===== config.mk =====
export PLATFORM = sky130hd
export DESIGN_NAME = but_writeback_q2_flat
export DESIGN_NICKNAME = d
export VERILOG_FILES = /design/src/rtl/but_writeback_q2_if.sv /design/src/rtl/but_writeback_q2.sv /design/src/flat_wrapper.sv
export SDC_FILE = /design/constraint.sdc
export NUM_CORES = 1
export LEC_CHECK = 0
export CAP_MARGIN = 20
export CORE_AREA = 2 2 221 223
export CTS_BUF_LIST = sky130_fd_sc_hd__clkbuf_2
export DETAILED_ROUTE_END_ITERATION = 8
export DIE_AREA = 0 0 223 225
export GPL_TIMING_DRIVEN = 0
export PLACE_DENSITY = 0.74
export REMOVE_ABC_BUFFERS = 1
export SLEW_MARGIN = 10
export SYNTH_ARGS = -nofsm -noshare
export SYNTH_HDL_FRONTEND = slang
export SYNTH_SLANG_ARGS = --single-unit

===== constraint.sdc =====
create_clock -name iSYS_CLK -period 5.9 [get_ports iSYS_CLK]
set_input_delay 0.59 -clock iSYS_CLK [delete_from_list [all_inputs] [get_ports iSYS_CLK]]
set_output_delay 0.59 -clock iSYS_CLK [all_outputs]
set_load 0.05 [all_outputs]

===== src/rtl/but_writeback_q2_if.sv =====
// Issue-side and RAM-write-side signal bundle of the Q2 butterfly write-back unit.
// slave = write-back unit, master = controller / RAM / testbench side.
interface but_writeback_q2_if #(
    parameter int D  = 30,
    parameter int AW = 8
);
    logic          iFSM_START;
    logic [1:0]    iMODE;
    logic          iISSUE;
    logic [AW-1:0] iADDR_A;
    logic [AW-1:0] iADDR_B;
    logic          iLAST;
    logic [D-1:0]  iBUT_A;
    logic [D-1:0]  iBUT_B;
    logic          oISSUE_RDY;
    logic          oWE_A;
    logic [AW-1:0] oWADDR_A;
    logic [D-1:0]  oWDATA_A;
    logic          oWE_B;
    logic [AW-1:0] oWADDR_B;
    logic [D-1:0]  oWDATA_B;
    logic          iWRDY;
    logic          oBUSY;
    logic          oDONE;
    logic [AW:0]   oCNT;
    logic [1:0]    oERR;

    modport slave (
        input  iFSM_START, iMODE, iISSUE, iADDR_A, iADDR_B, iLAST, iBUT_A, iBUT_B, iWRDY,
        output oISSUE_RDY, oWE_A, oWADDR_A, oWDATA_A, oWE_B, oWADDR_B, oWDATA_B,
               oBUSY, oDONE, oCNT, oERR
    );

    modport master (
        output iFSM_START, iMODE, iISSUE, iADDR_A, iADDR_B, iLAST, iBUT_A, iBUT_B, iWRDY,
        input  oISSUE_RDY, oWE_A, oWADDR_A, oWDATA_A, oWE_B, oWADDR_B, oWDATA_B,
               oBUSY, oDONE, oCNT, oERR
    );
endinterface


===== src/rtl/but_writeback_q2.sv =====
// Q2 butterfly write-back: delays issue addresses by LAT, pairs them with oA/oB, FIFOs them to the RAM.
// Latency: first write presented LAT+1 cycles after issue; 1 butterfly/cycle sustained.
// Backpressure: iWRDY stalls the FIFO head; oISSUE_RDY credits issues against FIFO space. Option: WB_ADDR_BITREV_EN.
module but_writeback_q2 #(
    parameter int          D       = 30,
    parameter int unsigned PARAM_Q = 536903681,
    parameter int          AW      = 8,
    parameter int          LAT     = 3,
    parameter int          FDEPTH  = 8
) (
    input  logic                  iSYS_CLK,
    input  logic                  iSYS_RST,
    but_writeback_q2_if.slave     bus
);

    localparam int PW = $clog2(FDEPTH);
    localparam int CW = PW + 1;
    localparam int LW = $clog2(LAT + 1);
    localparam int SW = PW + 3;

    typedef enum logic [1:0] {
        S_IDLE  = 2'd0,
        S_RUN   = 2'd1,
        S_DRAIN = 2'd2,
        S_DONE  = 2'd3
    } state_t;

    typedef struct packed {
        logic [AW-1:0] addr_a;
        logic [AW-1:0] addr_b;
        logic [D-1:0]  dat_a;
        logic [D-1:0]  dat_b;
    } entry_t;

    state_t        r_state;
    logic [1:0]    r_mode;
    logic          r_busy;
    logic          r_done;
    logic [AW:0]   r_cnt;
    logic [1:0]    r_err;

    logic          r_dl_vld [LAT];
    logic [AW-1:0] r_dl_aa  [LAT];
    logic [AW-1:0] r_dl_ab  [LAT];
    logic [LW-1:0] r_dl_cnt;

    entry_t        r_mem [FDEPTH];
    logic [PW-1:0] r_wptr;
    logic [PW-1:0] r_rptr;
    logic [CW-1:0] r_fcnt;

    logic          w_pwm;
    logic          w_rdy;
    logic          w_accept;
    logic          w_drop;
    logic          w_push;
    logic          w_pop;
    logic          w_nempty;
    logic          w_we_b;
    logic          w_rng_err;
    logic          w_drain_ok;
    logic [SW-1:0] w_used;
    entry_t        w_push_dat;
    entry_t        w_head;
    logic [AW-1:0] w_out_aa;
    logic [AW-1:0] w_out_ab;

    // Mode 3 is reserved and behaves as PWM, so bit 1 alone identifies PWM.
    assign w_pwm    = r_mode[1];

    // Credits cover entries still in the delay line, so a full FIFO can never be overrun.
    assign w_used   = SW'(r_fcnt) + SW'(r_dl_cnt);
    assign w_rdy    = (w_used < SW'(FDEPTH));
    assign w_accept = (r_state == S_RUN) && bus.iISSUE && w_rdy;
    assign w_drop   = (r_state == S_RUN) && bus.iISSUE && !w_rdy;

    assign w_push   = r_dl_vld[LAT-1];
    assign w_nempty = (r_fcnt != '0);
    assign w_pop    = w_nempty && bus.iWRDY;
    assign w_head   = r_mem[r_rptr];
    assign w_we_b   = w_nempty && !w_pwm;

    assign w_push_dat = '{addr_a: r_dl_aa[LAT-1],
                          addr_b: r_dl_ab[LAT-1],
                          dat_a:  bus.iBUT_A,
                          dat_b:  bus.iBUT_B};

    assign w_rng_err = w_push && ((bus.iBUT_A >= D'(PARAM_Q)) ||
                                  (!w_pwm && (bus.iBUT_B >= D'(PARAM_Q))));

    // Stage completes on the cycle the last buffered write is accepted.
    assign w_drain_ok = (r_dl_cnt == '0) &&
                        ((r_fcnt == '0) || ((r_fcnt == CW'(1)) && w_pop));

`ifdef WB_ADDR_BITREV_EN
    function automatic logic [AW-1:0] f_bitrev(input logic [AW-1:0] a);
        logic [AW-1:0] r;
        r = '0;
        for (int i = 0; i < AW; i++) begin
            r[i] = a[AW-1-i];
        end
        return r;
    endfunction

    assign w_out_aa = f_bitrev(w_head.addr_a);
    assign w_out_ab = f_bitrev(w_head.addr_b);
`else
    assign w_out_aa = w_head.addr_a;
    assign w_out_ab = w_head.addr_b;
`endif

    always_ff @(posedge iSYS_CLK or negedge iSYS_RST) begin
        if (!iSYS_RST) begin
            for (int i = 0; i < LAT; i++) begin
                r_dl_vld[i] <= 1'b0;
                r_dl_aa[i]  <= '0;
                r_dl_ab[i]  <= '0;
            end
            r_dl_cnt <= '0;
        end else begin
            r_dl_vld[0] <= w_accept;
            r_dl_aa[0]  <= bus.iADDR_A;
            r_dl_ab[0]  <= bus.iADDR_B;
            for (int i = 1; i < LAT; i++) begin
                r_dl_vld[i] <= r_dl_vld[i-1];
                r_dl_aa[i]  <= r_dl_aa[i-1];
                r_dl_ab[i]  <= r_dl_ab[i-1];
            end
            case ({w_accept, w_push})
                2'b10:   r_dl_cnt <= r_dl_cnt + LW'(1);
                2'b01:   r_dl_cnt <= r_dl_cnt - LW'(1);
                default: r_dl_cnt <= r_dl_cnt;
            endcase
        end
    end

    always_ff @(posedge iSYS_CLK) begin
        if (w_push) begin
            r_mem[r_wptr] <= w_push_dat;
        end
    end

    always_ff @(posedge iSYS_CLK or negedge iSYS_RST) begin
        if (!iSYS_RST) begin
            r_wptr <= '0;
            r_rptr <= '0;
            r_fcnt <= '0;
        end else begin
            if (w_push) begin
                r_wptr <= r_wptr + PW'(1);
            end
            if (w_pop) begin
                r_rptr <= r_rptr + PW'(1);
            end
            case ({w_push, w_pop})
                2'b10:   r_fcnt <= r_fcnt + CW'(1);
                2'b01:   r_fcnt <= r_fcnt - CW'(1);
                default: r_fcnt <= r_fcnt;
            endcase
        end
    end

    always_ff @(posedge iSYS_CLK or negedge iSYS_RST) begin
        if (!iSYS_RST) begin
            r_state <= S_IDLE;
            r_mode  <= 2'd0;
            r_busy  <= 1'b0;
            r_done  <= 1'b0;
            r_cnt   <= '0;
            r_err   <= 2'b00;
        end else begin
            r_done <= 1'b0;
            if (w_pop && (r_cnt != {1'b1, {AW{1'b0}}})) begin
                r_cnt <= r_cnt + (AW+1)'(1);
            end
            if (w_rng_err) begin
                r_err[0] <= 1'b1;
            end
            if (w_drop) begin
                r_err[1] <= 1'b1;
            end
            case (r_state)
                S_IDLE: begin
                    if (bus.iFSM_START) begin
                        r_state <= S_RUN;
                        r_mode  <= bus.iMODE;
                        r_busy  <= 1'b1;
                        r_cnt   <= '0;
                        r_err   <= 2'b00;
                    end
                end
                S_RUN: begin
                    if (w_accept && bus.iLAST) begin
                        r_state <= S_DRAIN;
                    end
                end
                S_DRAIN: begin
                    if (w_drain_ok) begin
                        r_state <= S_DONE;
                        r_busy  <= 1'b0;
                        r_done  <= 1'b1;
                    end
                end
                default: begin
                    r_state <= S_IDLE;
                end
            endcase
        end
    end

    assign bus.oISSUE_RDY = w_rdy;
    assign bus.oWE_A      = w_nempty;
    assign bus.oWADDR_A   = w_nempty ? w_out_aa : '0;
    assign bus.oWDATA_A   = w_nempty ? w_head.dat_a : '0;
    assign bus.oWE_B      = w_we_b;
    assign bus.oWADDR_B   = w_we_b ? w_out_ab : '0;
    assign bus.oWDATA_B   = w_we_b ? w_head.dat_b : '0;
    assign bus.oBUSY      = r_busy;
    assign bus.oDONE      = r_done;
    assign bus.oCNT       = r_cnt;
    assign bus.oERR       = r_err;

endmodule


===== src/flat_wrapper.sv =====
// flat-port wrapper written by rule: the top's interface ports become plain ports
module but_writeback_q2_flat 
#(
    parameter int          D       = 30,
    parameter int unsigned PARAM_Q = 536903681,
    parameter int          AW      = 8,
    parameter int          LAT     = 3,
    parameter int          FDEPTH  = 8
)
  (iSYS_CLK, iSYS_RST, bus_iFSM_START, bus_iMODE, bus_iISSUE, bus_iADDR_A, bus_iADDR_B, bus_iLAST, bus_iBUT_A, bus_iBUT_B, bus_iWRDY, bus_oISSUE_RDY, bus_oWE_A, bus_oWADDR_A, bus_oWDATA_A, bus_oWE_B, bus_oWADDR_B, bus_oWDATA_B, bus_oBUSY, bus_oDONE, bus_oCNT, bus_oERR);
  but_writeback_q2_if #(.D(D), .AW(AW)) bus_i ();
  input  logic iSYS_CLK;
  input  logic iSYS_RST;
  input wire logic [$bits(bus_i.iFSM_START)-1:0] bus_iFSM_START;
  input wire logic [$bits(bus_i.iMODE)-1:0] bus_iMODE;
  input wire logic [$bits(bus_i.iISSUE)-1:0] bus_iISSUE;
  input wire logic [$bits(bus_i.iADDR_A)-1:0] bus_iADDR_A;
  input wire logic [$bits(bus_i.iADDR_B)-1:0] bus_iADDR_B;
  input wire logic [$bits(bus_i.iLAST)-1:0] bus_iLAST;
  input wire logic [$bits(bus_i.iBUT_A)-1:0] bus_iBUT_A;
  input wire logic [$bits(bus_i.iBUT_B)-1:0] bus_iBUT_B;
  input wire logic [$bits(bus_i.iWRDY)-1:0] bus_iWRDY;
  output wire logic [$bits(bus_i.oISSUE_RDY)-1:0] bus_oISSUE_RDY;
  output wire logic [$bits(bus_i.oWE_A)-1:0] bus_oWE_A;
  output wire logic [$bits(bus_i.oWADDR_A)-1:0] bus_oWADDR_A;
  output wire logic [$bits(bus_i.oWDATA_A)-1:0] bus_oWDATA_A;
  output wire logic [$bits(bus_i.oWE_B)-1:0] bus_oWE_B;
  output wire logic [$bits(bus_i.oWADDR_B)-1:0] bus_oWADDR_B;
  output wire logic [$bits(bus_i.oWDATA_B)-1:0] bus_oWDATA_B;
  output wire logic [$bits(bus_i.oBUSY)-1:0] bus_oBUSY;
  output wire logic [$bits(bus_i.oDONE)-1:0] bus_oDONE;
  output wire logic [$bits(bus_i.oCNT)-1:0] bus_oCNT;
  output wire logic [$bits(bus_i.oERR)-1:0] bus_oERR;
  assign bus_i.iFSM_START = bus_iFSM_START;
  assign bus_i.iMODE = bus_iMODE;
  assign bus_i.iISSUE = bus_iISSUE;
  assign bus_i.iADDR_A = bus_iADDR_A;
  assign bus_i.iADDR_B = bus_iADDR_B;
  assign bus_i.iLAST = bus_iLAST;
  assign bus_i.iBUT_A = bus_iBUT_A;
  assign bus_i.iBUT_B = bus_iBUT_B;
  assign bus_i.iWRDY = bus_iWRDY;
  assign bus_oISSUE_RDY = bus_i.oISSUE_RDY;
  assign bus_oWE_A = bus_i.oWE_A;
  assign bus_oWADDR_A = bus_i.oWADDR_A;
  assign bus_oWDATA_A = bus_i.oWDATA_A;
  assign bus_oWE_B = bus_i.oWE_B;
  assign bus_oWADDR_B = bus_i.oWADDR_B;
  assign bus_oWDATA_B = bus_i.oWDATA_B;
  assign bus_oBUSY = bus_i.oBUSY;
  assign bus_oDONE = bus_i.oDONE;
  assign bus_oCNT = bus_i.oCNT;
  assign bus_oERR = bus_i.oERR;
  but_writeback_q2 #(.D(D), .PARAM_Q(PARAM_Q), .AW(AW), .LAT(LAT), .FDEPTH(FDEPTH)) u_core (.iSYS_CLK(iSYS_CLK), .iSYS_RST(iSYS_RST), .bus(bus_i));
endmodule

-- Word-level counts from Yosys, hierarchy flattened
Memory sizes are Yosys's and may differ from the RTL's.
Cells that the tools add are included.
- register bits after elaboration: 80
- bits in latches: 0
- RAM bits: 608
- memory bits (read-only): 0
- memories kept: 1
- memory list (memory ; depth ; width ; rd ports ; clocked after memory_dff ; wr ports ; RTL line ; source):
    u_core.r_mem ; 8 ; 76 ; 1 ; 0 ; 1 ; but_writeback_q2.sv:47 ; entry_t r_mem [FDEPTH];
- $add $sub $neg: 8
- multipliers: 0
- divide/modulo/power cells: 0
- $lt $le $gt $ge: 3
- equal/unequal tests: 11
- shift operators: 0
- muxes and demuxes: 24
- bitwise operators: 0
- reduce and logical (&&, ||, !) cells: 25
- operator list (operator ; number):
    $ge A30 B30 Y1 const B ; 2
    $mux W30 ; 2
    $mux W9 ; 3
    $mux W8 ; 2
    $logic_and A1 B1 Y1 ; 11
    $mux W2 ; 5
    $add A9 B1 Y9 const B ; 1
    $ne A9 B9 Y1 const B ; 1
    $mux W1 ; 8
    $pmux W4 S2 ; 1
    $add A3 B1 Y3 const B ; 2
    $eq A2 B1 Y1 const B ; 3
    $eq A2 B2 Y1 const B ; 3
    $lt A6 B4 Y1 const B ; 1
    $pmux W2 S3 ; 1
    $reduce_and A3 Y1 ; 2
    $reduce_bool A2 Y1 ; 3
    $add A4 B2 Y5 ; 1
    $add A4 B1 Y4 const B ; 1
    $eq A4 B1 Y1 const B ; 1
    $logic_not A2 Y1 ; 2
    $logic_not A4 Y1 ; 1
    $ne A2 B2 Y1 const B ; 2
    $pmux W2 S2 ; 1
    other kinds (9) ; 11

-- Logic depth before layout (Yosys ltp)
- depth in word-level cells: 7
- depth in mapped cells: 10

-- Worst setup path before layout
Ideal clock, no wire load.
- kind: register to register
- start point: register u_core.r_wptr[0]
- end point: memory u_core.r_mem[0][0] (netlist bit) (enable)
- setup time: 0.603 ns
- arrival time: 5.747 ns
- required time: 5.297 ns
- slack: -0.450 ns
- stages on the path, launching flop included: 3
- buffers on the path: 0
- period minus slack after synthesis: 6.350 ns
- cell sequence: dfrtp_1 -> nand2b_1 -> nor3_1
- RTL lines (item ; RTL line ; source):
    start, declared ; but_writeback_q2.sv:48 ; logic [PW-1:0] r_wptr;
    start signal, assigned ; but_writeback_q2.sv:150 ; r_wptr <= r_wptr + PW'(1);
    end, declared ; but_writeback_q2.sv:47 ;
No word-level cell before the write port.

-- Worst setup path after layout
- start point: register u_core.r_fcnt[0]
- end point: output bus_oWDATA_B[5]
- cells in the longest elaborated chain, start to end: 3
- RTL lines (item ; RTL line ; source):
    start, declared ; but_writeback_q2.sv:50 ; logic [CW-1:0] r_fcnt;
    start signal, assigned ; but_writeback_q2.sv:156 ; 2'b10: r_fcnt <= r_fcnt + CW'(1);
    start signal, assigned ; but_writeback_q2.sv:157 ; 2'b01: r_fcnt <= r_fcnt - CW'(1);
    start signal, assigned ; but_writeback_q2.sv:158 ; default: r_fcnt <= r_fcnt;
    $reduce_bool A4 Y1 ; but_writeback_q2.sv:78 ; assign w_nempty = (r_fcnt != '0);
    $logic_and A1 B1 Y1 ; but_writeback_q2.sv:81 ; assign w_we_b = w_nempty && !w_pwm;
    $mux W30 ; but_writeback_q2.sv:217 ; assign bus.oWDATA_B = w_we_b ? w_head.dat_b : '0;
    end, declared ; flat_wrapper.sv:29 ; output wire logic [$bits(bus_i.oWDATA_B)-1:0] bus_oWDATA_B;
Every way passes these cells.

==> results by group <==
Placed design
  • GP Congestion: 0.740
  • Post-Place Cells: 1986
  • PortBufs: 174
  • Hpwl dp: 32000 um
  • Pre-CTS setup slack: 2.04 ns
  • Post-Place Cell Area: 29300 um2

Pwr
  • PwrDens: 476 nW/um2
  • Lkg Pwr: 10.8 nW
  • Maximum VDD drop: 0.000247 V
  • Total Power: 14.8 mW

STA
  • Final setup TNS: 0 ns
  • # setup viols final: 0
  • Hold Vio Cnt, Final: 0
  • Worst slew pin tran: 0.796 ns
  • Clock Skew: ~0.060 ns
  • Period minus WS final: 5.04 ns
  • Final Max Tran Viols: 0
  • WHS: 0.172 ns
  • Max Fclk: 199 MHz
  • Slew HR: 46.8%
  • RSZ-0062 raised after global routing: no
  • Fin crit share: 85.4%
  • Worst setup margin: 0.864 ns

Route
  • Detailed Route WL: 52400 um
  • Iter 0 DRT Violations: 936
  • WL/cell: approximately 23 um
  • Vias per inst: 5.66
  • Antenna Nets Post-Route: 0
  • DR vias: 13000
  • Detailed-route DRC error count: 0
  • First-pass DRT Iterations: 5

Clock tree
  • CTS tree: built
  • Root buffer cell: clkbuf_2
  • Clock Sinks: 687
  • Worst-Skew Late Latency: 1.12 ns
  • H-tree depth: 4
  • CTS max path bufs: 3
  • Inserted Clock Buffers: 164
  • Clock transition at path regs: 0.10 ns
  • CTS resizes: 0

Cells and area
  • Non-Filler Instances: 2293
  • Final design area excluding fillers: between 30000 and 40000 um2
  • Final net count: around 1700
  • Fillers: 3227
  • Final Util: 65.2%
  • Seq. cell area: 20200 um2
  • Area of the multi-input gates: 5480 um2
  • Area growth from synthesis to layout: 19.5%
  • Layout cells sized above 1: 29.2%

Setup path
  • Worst reg2reg setup slack: around 3.0 ns
  • Crit. End Element: output port
  • Crit path cell chain: inv_1, ha_1, nor3b_4, inv_2, nand2_2, buf_12, nor2_1, clkdlybuf4s50_1
  • CP top delay family: buffers and inverters
  • Crit-path max FO: 24
  • Critical path class: flop to output port
  • Crit path largest cell delay: 0.73 ns
  • CP Buf/Inv Count: 4
  • Setup crit start kind: flop
  • Critical path's slowest cell: clkdlybuf4s50_1
  • Crit path DAT: 4.45 ns
  • Worst EP required: 5.31 ns

Synthesis
  • Cell variety after synth: 44
  • Post-synthesis xor/xnor area fraction: less than 1%
  • Adder-Cell Fraction of Synth Area: 0.675%
  • Yosys warning count: 0
  • Post-Syn Area: between 20000 and 30000 um2
  • Yosys top cell area share: 70.3%
  • Area contributors post-synth: edfxtp_1 (70%), mux4_2 (13%), dfrtp_1 (7.6%)
  • Register area share after synthesis: 78.0%
  • Most frequent cell after synthesis: edfxtp_1
  • Syn Inst Count: 1194
  • Largest area contributor in the netlist: edfxtp_1
  • Compound-Gate Fraction of Synth Area: 0.569%
  • Avg Inst Size Synth: 21.7 um2
  • Mux share of post-synthesis cell area: 16.4%
  • Fraction of the mapped netlist area in simple logic gates: 2.66%
  • Commonest register cell after synthesis: edfxtp_1
  • Commonest cells in the netlist: edfxtp_1 (608), mux4_2 (152), nor2_1 (98)
  • Ys async rst share: 11.5%
  • Main combinational cell family by area after synthesis: multiplexers
  • Synth Register Bits: 687
  • EDFF count, synth: 608

Floorplan
  • I/O pins: 176
  • Die W: around 220 um
  • Initial Utilization: approximately 55%
  • Die height: around 230 um
  • Die area: 50200 um2
  • Core region area: around 48000 um2
  • Rows: 80

GRT
  • Vias in the first global route: 13700
  • Pin count of the biggest net entering global routing: 52
  • Initial antenna violation count: 2
  • GRT Util Overall: a little over a fifth
  • First-pass GRT wire length: 80600 um
  • GR Overflow Total: 0

Outcome
  • Status: complete, no violations

Flow run
  • Max_cap viols: 0

Worst hold path
  • Hold crit path type: input port to flop
[power by group]
part,switching [mW],internal (mW)
registers,0.261,5.53
logic,3.52,2.44
clock network,1.76,1.26
total,5.54,9.23
[placed cells by master, fill, tap and decap left out, drive strengths merged, types with 2 or more instances in the layout]
| cell type | n |
|---|---|
| o21ai | 6 |
| nand3 | 4 |
| nand2b | 4 |
| xor2 | 7 |
| or4b | 2 |
| clkbuf | 240 |
| nor4 | 11 |
| inv | 18 |
| a21oi | 4 |
| and2 | 3 |
| mux4 | 152 |
| edfxtp | 608 |
| nor2 | 98 |
| dfrtp | 79 |
| or3 | 2 |
| buf | 59 |
| clkinv | 37 |
| nand2 | 12 |
| nand4 | 7 |
| bufinv | 4 |
| nor3 | 6 |
| xnor2 | 10 |
| mux2i | 79 |
| ha | 14 |
| dlygate4sd3 | 19 |
| a211oi | 2 |
| clkdlybuf4s50 | 173 |
| mux2 | 3 |
[repair_timing]
action / 4_1_cts / 5_1_grt
hold buffers: 20 / 0
endpoints found under the hold margin: 96 / 0
buffers inserted: 0 / 0
endpoints found under the setup margin: 0 / 0
[registers in the layout (all words and copies together), names as in the netlist]
signal            flops
u_core.bus.oBUSY      1
u_core.bus.oCNT       9
u_core.bus.oDONE      1
u_core.bus.oERR       2
u_core.r_dl_aa       24
u_core.r_dl_ab       24
u_core.r_dl_cnt       2
u_core.r_dl_vld       2
u_core.r_fcnt         4
u_core.r_mem        608
u_core.r_mode         1
u_core.r_rptr         3
u_core.r_state        2
u_core.r_wptr         3
u_core.w_push         1
[worst register-to-register path, cell delays in order, from the launching register on]
cell and delay (ns):
dfrtp_1 0.47, inv_1 0.11, ha_1 0.21, nor3b_4 0.68, inv_2 0.20, and2_1 0.31, ha_1 0.30, nand4b_1 0.20
a21oi_1 0.17, xor2_1 0.15
[path summary, 6_finish.rpt]
path / depth (start not counted) / startpoint / to
hold / removal: 3 / bus_iISSUE / u_core.bus.oERR[1]$_DFF_PN0_
setup / recovery: 8 / u_core.r_fcnt[0]$_DFFE_PN0P_ / bus_oWDATA_B[5]
hold reg to reg: 0 / u_core.r_dl_ab[22]$_DFF_PN0_ / u_core.r_dl_ab[14]$_DFF_PN0_
min in group asynchronous: 4 / iSYS_RST / u_core.r_wptr[2]$_DFFE_PN0P_
max in group asynchronous: 4 / iSYS_RST / u_core.r_dl_ab[1]$_DFF_PN0_
setup reg to reg: 9 / u_core.r_fcnt[0]$_DFFE_PN0P_ / u_core.r_fcnt[3]$_DFFE_PN0P_
[cells by family (layout without fill, tap and decap cells)]
logic type	after synthesis	after routing
fa+ha+maj	14	14
simple gates	153	153
flops	687	687
mux	234	234
xor+xnor	17	17
other cells	0	1
compound gates	21	21
buf+inv	68	551
[layout make-up]
type,count,area share [%]
Antenna cell,1,0.00807
Clock buffer,240,3.87
Clock inverter,46,0.944
Inverter,14,0.169
Multi-Input combinational cell,439,17.7
Sequential cell,687,65.3
Tap cell,615,2.48
Timing Repair Buffer,251,9.60
[metal layers]
layer  track usage, %  wire [um]
met1             30.0      22100
met2             34.5      26200
met3             5.15       3320
met4             7.23        760
met5                0         13
No activity file was read; power rests on OpenSTA's default activity.
